## config.mk

```make
export PLATFORM = sky130hd
export DESIGN_NAME = sudoku_game_ctrl
export DESIGN_NICKNAME = d
export VERILOG_FILES = /design/src/rtl/sudoku_pkg.sv /design/src/rtl/sudoku_grid_scanner.sv /design/src/rtl/sudoku_game_ctrl.sv
export SDC_FILE = /design/constraint.sdc
export NUM_CORES = 2
export LEC_CHECK = 0
export CAP_MARGIN = 15
export CORE_AREA = 3 3 388 390
export CTS_BUF_LIST = sky130_fd_sc_hd__clkbuf_4 sky130_fd_sc_hd__clkbuf_8
export CTS_CLUSTER_DIAMETER = 60
export DETAILED_ROUTE_END_ITERATION = 10
export DIE_AREA = 0 0 391 393
export GPL_TIMING_DRIVEN = 0
export HOLD_SLACK_MARGIN = 0.06
export PLACE_DENSITY = 0.51
export SYNTH_ARGS = -nofsm -noshare
export SYNTH_HDL_FRONTEND = slang
export SYNTH_SLANG_ARGS = --single-unit
```

## constraint.sdc

```tcl
create_clock -name clock -period 37.5 [get_ports clock]
set_input_delay 5.625 -clock clock [delete_from_list [all_inputs] [get_ports clock]]
set_output_delay 5.625 -clock clock [all_outputs]
set_load 0.02 [all_outputs]
```

## src/rtl/sudoku_pkg.sv

```systemverilog
// Shared types, sizes and cursor helpers for the Sudoku game controller.
package sudoku_pkg;

    localparam int N        = 9;
    localparam int CELL_W   = 4;
    localparam int SCAN_LEN = N * N;

    typedef logic [CELL_W-1:0] cell_t;
    typedef cell_t [N-1:0][N-1:0] grid_t;

    typedef enum logic [3:0] {
        KEY_UP    = 4'd1,
        KEY_DOWN  = 4'd2,
        KEY_LEFT  = 4'd3,
        KEY_RIGHT = 4'd4,
        KEY_ENTER = 4'd5,
        KEY_CLEAR = 4'd6,
        KEY_CHECK = 4'd7,
        KEY_NEW   = 4'd8
    } key_cmd_e;

    typedef enum logic [2:0] {
        IDLE,
        LOAD,
        PLAY,
        CHECK,
        WIN
    } ctrl_state_e;

    function automatic logic [3:0] wrap_inc(input logic [3:0] v);
        return (v == 4'(N - 1)) ? 4'd0 : v + 4'd1;
    endfunction

    function automatic logic [3:0] wrap_dec(input logic [3:0] v);
        return (v == 4'd0) ? 4'(N - 1) : v - 4'd1;
    endfunction

endpackage

```

## src/rtl/sudoku_grid_scanner.sv

```systemverilog
// Row-major 0..SCAN_LEN-1 cell walker shared by the LOAD and CHECK passes.
module sudoku_grid_scanner
    import sudoku_pkg::*;
(
    input  logic       clock,
    input  logic       reset,
    input  logic       start,
    output logic [3:0] row,
    output logic [3:0] col,
    output logic       first,
    output logic       last,
    output logic       done
);

    logic       active;
    logic [6:0] idx;

    always_ff @(posedge clock or posedge reset) begin
        if (reset) begin
            active <= 1'b0;
            idx    <= '0;
            row    <= '0;
            col    <= '0;
        end else if (start) begin
            active <= 1'b1;
            idx    <= '0;
            row    <= '0;
            col    <= '0;
        end else if (active) begin
            if (last) begin
                active <= 1'b0;
                idx    <= '0;
                row    <= '0;
                col    <= '0;
            end else begin
                idx <= idx + 7'd1;
                if (col == 4'(N - 1)) begin
                    col <= '0;
                    row <= row + 4'd1;
                end else begin
                    col <= col + 4'd1;
                end
            end
        end
    end

    assign first = (idx == 7'd0);
    assign last  = (idx == 7'(SCAN_LEN - 1));
    // done marks the edge on which the final cell is consumed
    assign done  = active && last;

endmodule

```

## src/rtl/sudoku_game_ctrl.sv

```systemverilog
// Sudoku game sequencer: loads the puzzle, applies keypad edits, scores the grid.
//   state | meaning
//   IDLE  | board blank, waiting for new game
//   LOAD  | copying givens into guess_grid, one cell per cycle
//   PLAY  | cursor moves and cell edits
//   CHECK | counting cells that differ from the solution
//   WIN   | grid matches solution, only new game accepted
module sudoku_game_ctrl
    import sudoku_pkg::*;
(
    input  logic                                   clock,
    input  logic                                   reset,
    input  logic                                   key_valid,
    input  logic [3:0]                             key_input,
    input  logic [3:0]                             user_value,
    input  logic [N-1:0][N-1:0][CELL_W-1:0]        initial_grid,
    input  logic [N-1:0][N-1:0][CELL_W-1:0]        solution_grid,
    output logic [N-1:0][N-1:0][CELL_W-1:0]        guess_grid,
    output logic [3:0]                             cursor_row,
    output logic [3:0]                             cursor_col,
    output logic                                   board_enable,
    output logic                                   board_sel,
    output logic                                   busy,
    output logic                                   solved,
    output logic [6:0]                             mismatch_count
);

    ctrl_state_e state, next_state;

    logic       scan_start, scan_first, scan_last, scan_done;
    logic [3:0] scan_row, scan_col;
    logic [6:0] acc, acc_sum;
    logic       cell_miss, cur_fixed, value_ok, play_key;

    sudoku_grid_scanner u_scanner (
        .clock (clock),
        .reset (reset),
        .start (scan_start),
        .row   (scan_row),
        .col   (scan_col),
        .first (scan_first),
        .last  (scan_last),
        .done  (scan_done)
    );

    assign cell_miss = guess_grid[scan_row][scan_col] != solution_grid[scan_row][scan_col];
    assign acc_sum   = (scan_first ? 7'd0 : acc) + {6'd0, cell_miss};
    assign cur_fixed = initial_grid[cursor_row][cursor_col] != '0;
    assign value_ok  = (user_value >= 4'd1) && (user_value <= 4'(N));
    assign play_key  = (state == PLAY) && key_valid;

    always_comb begin
        next_state = state;
        scan_start = 1'b0;
        case (state)
            IDLE: begin
                if (key_valid && key_input == KEY_NEW) begin
                    next_state = LOAD;
                    scan_start = 1'b1;
                end
            end
            LOAD: begin
                if (scan_done) next_state = PLAY;
            end
            PLAY: begin
                if (key_valid && key_input == KEY_CHECK) begin
                    next_state = CHECK;
                    scan_start = 1'b1;
                end else if (key_valid && key_input == KEY_NEW) begin
                    next_state = LOAD;
                    scan_start = 1'b1;
                end
            end
            CHECK: begin
                if (scan_done) next_state = (acc_sum == 7'd0) ? WIN : PLAY;
            end
            WIN: begin
                if (key_valid && key_input == KEY_NEW) begin
                    next_state = LOAD;
                    scan_start = 1'b1;
                end
            end
            default: next_state = IDLE;
        endcase
    end

    always_ff @(posedge clock or posedge reset) begin
        if (reset) begin
            state          <= IDLE;
            guess_grid     <= '0;
            cursor_row     <= '0;
            cursor_col     <= '0;
            board_enable   <= 1'b0;
            board_sel      <= 1'b0;
            busy           <= 1'b0;
            solved         <= 1'b0;
            mismatch_count <= '0;
            acc            <= '0;
        end else begin
            state        <= next_state;
            busy         <= (next_state == LOAD) || (next_state == CHECK);
            board_enable <= (next_state == PLAY) || (next_state == CHECK) || (next_state == WIN);
            board_sel    <= (next_state == PLAY) || (next_state == CHECK) || (next_state == WIN);
            solved       <= (next_state == WIN);

            if (state == LOAD) begin
                guess_grid[scan_row][scan_col] <= initial_grid[scan_row][scan_col];
                cursor_row <= '0;
                cursor_col <= '0;
            end

            if (state == CHECK) begin
                acc <= acc_sum;
                if (scan_last) mismatch_count <= acc_sum;
            end

            if (play_key) begin
                case (key_input)
                    KEY_UP:    cursor_row <= wrap_dec(cursor_row);
                    KEY_DOWN:  cursor_row <= wrap_inc(cursor_row);
                    KEY_LEFT:  cursor_col <= wrap_dec(cursor_col);
                    KEY_RIGHT: cursor_col <= wrap_inc(cursor_col);
                    KEY_ENTER: begin
                        if (!cur_fixed && value_ok)
                            guess_grid[cursor_row][cursor_col] <= user_value;
                    end
                    KEY_CLEAR: begin
                        if (!cur_fixed) guess_grid[cursor_row][cursor_col] <= '0;
                    end
                    KEY_CHECK: acc <= '0;
                    default: ;
                endcase
            end
        end
    end

endmodule

```

Word level (Yosys, flattened, before mapping). Index checks and enable logic that the tools add are counted.

Register bits: 368. Word-level logic and storage cells: 227. Output and inout port bits: 343. Bits of input ports: 659.

Equal/unequal tests: 21. Add/sub/neg operators: 8. Bitwise logic cells: 2. Reductions and logical operators: 25. Muxes and demuxes: 68. $lt $le $gt $ge: 10.

Operator list (number): $mux W324 (4); $bwmux W324 (2); $pmux W324 S2 (1); $bmux W36 S4 (4); $and A324 B324 Y324 (1); $not A324 Y324 (1); $demux W36 S4 (2); $mux W36 (6); $mux W4 (22); $bmux W4 S4 (4); $mux W7 (7); $demux W4 S4 (2); $ge A4 B1 Y1 const B (5); $lt A4 B5 Y1 const B (4); $add A4 B1 Y4 const B (4); $eq A4 B3 Y1 const B (4); $eq A4 B4 Y1 const B (4); $pmux W4 S2 (2); $mux W3 (5); $logic_not A7 Y1 (2); $eq A3 B2 Y1 const B (4); $pmux W3 S4 (1); $logic_and A1 B1 Y1 (10); $eq A4 B2 Y1 const B (2); 20 further kinds (31).

Longest topological paths before layout.
Word-level depth: 13. Mapped depth: 27. Depth with buffers taken out: 20.

Hierarchy. Synthesis repeated with hierarchy kept, for this count alone.

Cells, all modules: 2871. Area, all modules: 28295.9 um^2.

Modules (own cells, without submodules): sudoku_game_ctrl (times used 1, cells each 2771, seq. area each 8808.4 um^2, area an instance 27372.5 um^2); sudoku_grid_scanner (times used 1, cells each 100, seq. area each 400.4 um^2, area an instance 923.4 um^2).

Worst setup path after synthesis. Ideal clock, no wire load.

Path type: input-to-reg. Start: input solution_grid[262] (netlist bit). End: register board_sel. Required time: 37.376 ns. Stages: 19. Arrival: 9.278 ns. Path buffers: 0. Setup time: 0.124 ns. Slack: 28.098 ns. Cells stage by stage: mux4_2 and3_1 a311o_1 a211oi_1 a21oi_1 or3_1 a22oi_1 o211ai_1 ha_1 ha_1 nand3_1 xor2_1 nor2_1 nor2_1 nand2_1 or4b_1 a21oi_1 nor3_1 or2_1.

Word-level cells in the longest chain between the ends: 13. Elaborated cells on any way between the ends: 15. Classes of those cells: add/sub: 1; eq/ne: 4; mux: 7; reduce/logical: 3.

RTL lines: start, declared (line sudoku_game_ctrl.sv:17) `input logic [N-1:0][N-1:0][CELL_W-1:0] solution_grid,`; $bmux W36 S4 * (line sudoku_game_ctrl.sv:46) `assign cell_miss = guess_grid[scan_row][scan_col] != solution_grid[scan_row][scan_col];`; $mux W36 (not written as such) * (line sudoku_game_ctrl.sv:46); $bmux W4 S4 * (line sudoku_game_ctrl.sv:46); $mux W4 (not written as such) * (line sudoku_game_ctrl.sv:46); $ne A4 B4 Y1 * (line sudoku_game_ctrl.sv:46); $add A7 B1 Y7 * (line sudoku_game_ctrl.sv:47) `assign acc_sum = (scan_first ? 7'd0 : acc) + {6'd0, cell_miss};`; $logic_not A7 Y1 * (line sudoku_game_ctrl.sv:75) `if (scan_done) next_state = (acc_sum == 7'd0) ? WIN : PLAY;`; $mux W3 * (2 in series) (line sudoku_game_ctrl.sv:75); $pmux W3 S4 * (line sudoku_game_ctrl.sv:55) `case (state)`; net next_state[1] (line sudoku_game_ctrl.sv:28) `ctrl_state_e state, next_state;`; $eq A3 B2 Y1 (line sudoku_game_ctrl.sv:103) `board_sel <= (next_state == PLAY) || (next_state == CHECK) || (next_state == WIN);`; $logic_or A1 B1 Y1 (line sudoku_game_ctrl.sv:103); $logic_or A1 B1 Y1 * (line sudoku_game_ctrl.sv:103); end signal, assigned (line sudoku_game_ctrl.sv:103); end, declared (line sudoku_game_ctrl.sv:22) `output logic board_sel,`.

The timed path passes the listed nets; every way through them passes the cells marked *. The select of a mux whose other input is x is not followed. A chain may end at the register's enable or synchronous reset.

Worst setup path after layout.
Start: input solution_grid[290] (netlist bit). End: register board_sel.

Same word-level chain as after synthesis.

==> results.sh <==
export IMPL_period_share=0.289
export IMPL_cts_tree="done"
export IMPL_ff_latch_area_um2=9210
export IMPL_clk_latency_ps=770
export IMPL_critPathCapture="board_sel"
export IMPL_grt_pass1_vias=36800
export IMPL_synthCells=3207
export IMPL_die_h_um=393
export IMPL_critPathLaunch="solution_grid[290]"
export IMPL_tightest_slew_ps=1430
export IMPL_grt_first_pass_wirelength_mm=398
export IMPL_ff2ff_path_depth=21
export IMPL_dr_pass1_iters=6
export IMPL_whs_ps=511
export IMPL_synth_edff_count=0
export IMPL_drtAntennaViolNets=0
export IMPL_p_per_area_nw_per_um2=92.6
export IMPL_grt_use_total=0.399
export IMPL_place_ws_ps=26050
export IMPL_crit_arrival_ps=11420
export IMPL_gr_usage_met3=0.184
export IMPL_crit_required_ps=38100
export IMPL_yosys_area_top_type_share=0.317
export IMPL_syn_num_nets=3888
export IMPL_layout_commonest_cell="clkdlybuf4s50_1"
export IMPL_hp_class="flop to flop"
export IMPL_multiInputGateArea_um2=18200
export IMPL_dp_hpwl_mm=257
export IMPL_maxCapViolCount=0
export IMPL_portBuffers=1001
export IMPL_hold_viol=0
export IMPL_layout_common_cells="clkdlybuf4s50_1 (1001), mux2i_1 (435), a21oi_1 (434), o22ai_1 (376), dfrtp_1 (368)"
export IMPL_drt_wirelength_per_cell_um=50.6
export IMPL_post_cts_resize_count=0
export IMPL_area_growth_syn_to_layout_pct=49.6
export IMPL_p_total_uw=4030
export IMPL_clock_sinks=368
export IMPL_async_reset_ff_frac=1.00
export IMPL_num_nets_final=4983
export IMPL_synth_distinct_cells=87
export IMPL_p_leak_uw=0.0166
export IMPL_r2r_start="u_scanner.row[1]"
export IMPL_path_max_fanout=5
export IMPL_max_freq_ghz=0.0924
export IMPL_initial_utilization=0.197
export IMPL_yosys_register_bits=368
export IMPL_r2r_end="board_sel"
export IMPL_cts_setup_buffers=0
export IMPL_startpoint_type="input pin"
export IMPL_synthFlopType="dfrtp_1"
export IMPL_layout_drive_gt1_share=0.109
export IMPL_fp_coreArea_um2=147000
export IMPL_fin_ws_ps=26680
export IMPL_grt_max_degree=86
export IMPL_netlist_area_um2=29100
export IMPL_stdcell_count=6344
export IMPL_grt_met1_usage=0.430
export IMPL_grt_overflow_total=0
export IMPL_clk_pin_slew_worst_paths_ps=50
export IMPL_vias_per_cell=6.16
export IMPL_r2r_slack_ps=29430
export IMPL_relSlewSlack=0.0447
export IMPL_period_needed_ps=10820
export IMPL_fin_setup_tns_ps=0
export IMPL_yosys_warnings=0
export IMPL_fp_row_count=141
export IMPL_met2_usage=0.609
export IMPL_fin_skew_ps=55.5
export IMPL_syn_area_per_cell_um2=9.07
export IMPL_ir_worst_vdd_v=0.0000518
export IMPL_ys_seq_area_frac=0.317
export IMPL_fillers=15700
export IMPL_setup_viol=0
export IMPL_fp_dieW_um=391
export IMPL_clockBufferDepth=3
export IMPL_antenna_found_initial=89
export IMPL_crit_type="input pin to flop"
export IMPL_yosys_area_top_type="dfrtp_1"
export IMPL_die_area_um2=154000
export IMPL_synth_area_leaders="dfrtp_1 (32%), mux2i_1 (15%), o22ai_1 (8.1%)"
export IMPL_gp_congestion=1.03
export IMPL_cts_root_buf="clkbuf_8"
export IMPL_placed_cells=6160
export IMPL_top_usage_layer="met2"
export IMPL_cts_made_buffers=68
export IMPL_drtIter0Drc=5948
export IMPL_vias=39100
export IMPL_rsz0062_at_grt="false"
export IMPL_h_tree_depth=3
export IMPL_status="completed"
export IMPL_crit_path_end_kind="flop"
export IMPL_cts_hold_buf=0
export IMPL_drc=0
export IMPL_io_pins=1002
export IMPL_slew_viol_final=0
export IMPL_wirelength_mm=321
per-layer routing:
metal | routed length, um | part of all wire
met1 | 109000 | 0.34
met2 | 140000 | 0.44
met3 | 43800 | 0.14
met4 | 28400 | 0.088
met5 | 203 | 0.00063
power breakdown:
group	switching, uW	internal [uW]
logic	2020	825
registers	212	537
clock network	210	226
synth_stat cells (11+ instances only):
cell type and n:
a21oi_1 435, mux2i_1 435, o22ai_1 376, dfrtp_1 368, nor2_1 185, nand2_1 181, o21ai_0 123, clkbuf_1 118
buf_2 100, o221ai_1 79, mux4_2 63, nand3_1 57, nor3_1 46, mux2_2 45, a221oi_1 43, nor2_4 36
a22oi_1 32, a31oi_1 32, buf_4 30, buf_6 29, buf_1 27, and3_1 22, ha_1 22, a211oi_1 19
or4_1 18, nand3b_1 16, inv_1 15, or3_1 15, and2_1 14, a221o_1 13, nor4_1 13, o211ai_1 11
worst min path at each step:
stage	end	start	slack [ps]	cells past startpoint
2_1_floorplan	acc[0]	acc[0]	500	2
3_3_place_gp	mismatch_count[6]	mismatch_count[6]	500	1
3_5_place_dp	mismatch_count[6]	mismatch_count[6]	500	1
4_1_cts	mismatch_count[6]	mismatch_count[6]	510	1
5_1_grt	mismatch_count[3]	mismatch_count[3]	530	1
6_report	mismatch_count[3]	mismatch_count[3]	510	1
registers in the layout (all words and copies together) (netlist names), 3 cells and up:
signal,cells
acc,7
mismatch_count,7
u_scanner.col,4
guess_grid,324
u_scanner.idx,7
cursor_col,4
u_scanner.row,4
cursor_row,4
state,3
worst max-delay path, stage by stage:
cell             delay, ps
clkdlybuf4s50_1        400
mux2i_1                710
o21ai_0                180
a221oi_1               290
nor3_1                 170
a211oi_1               720
a21oi_1                130
or3_1                  400
a22oi_1                190
o211ai_1               380
ha_1                   370
ha_1                   270
nand3_1                120
xor2_1                 150
nor2_1                  80
nor2_1                 110
nand2_1                 70
or4b_1                 520
a21oi_1                170
nor3_1                  80
or2_1                  260
logic make-up (layout without fill, tap and decap cells):
family | count (synthesis) | in the layout | share of synthesized area
other cells | 0 | 68 | 0
compound gates | 1253 | 1253 | 0.267
xor+xnor | 10 | 10 | 0.00301
flops | 368 | 368 | 0.317
simple gates | 683 | 683 | 0.128
mux | 546 | 546 | 0.217
buf+inv | 325 | 1464 | 0.0584
fa+ha+maj | 22 | 22 | 0.00946
through the flow:
step           area [um^2]   util
3_5_place_dp         41900  0.284
2_1_floorplan        29100      -
3_3_place_gp         41500  0.282
5_1_grt              43500  0.295
6_report             43500  0.295
4_1_cts              43300  0.294
area by class of cell:
type	count	area share
Clock inverter	11	0.00170
Buffer	306	0.0374
Inverter	19	0.00181
Sequential cell	368	0.212
Timing Repair Buffer	1025	0.240
Tap cell	1930	0.0555
Antenna cell	68	0.00391
Clock buffer	103	0.0306
Multi-Input combinational cell	2514	0.418
No activity file was read; power rests on OpenSTA's default activity.
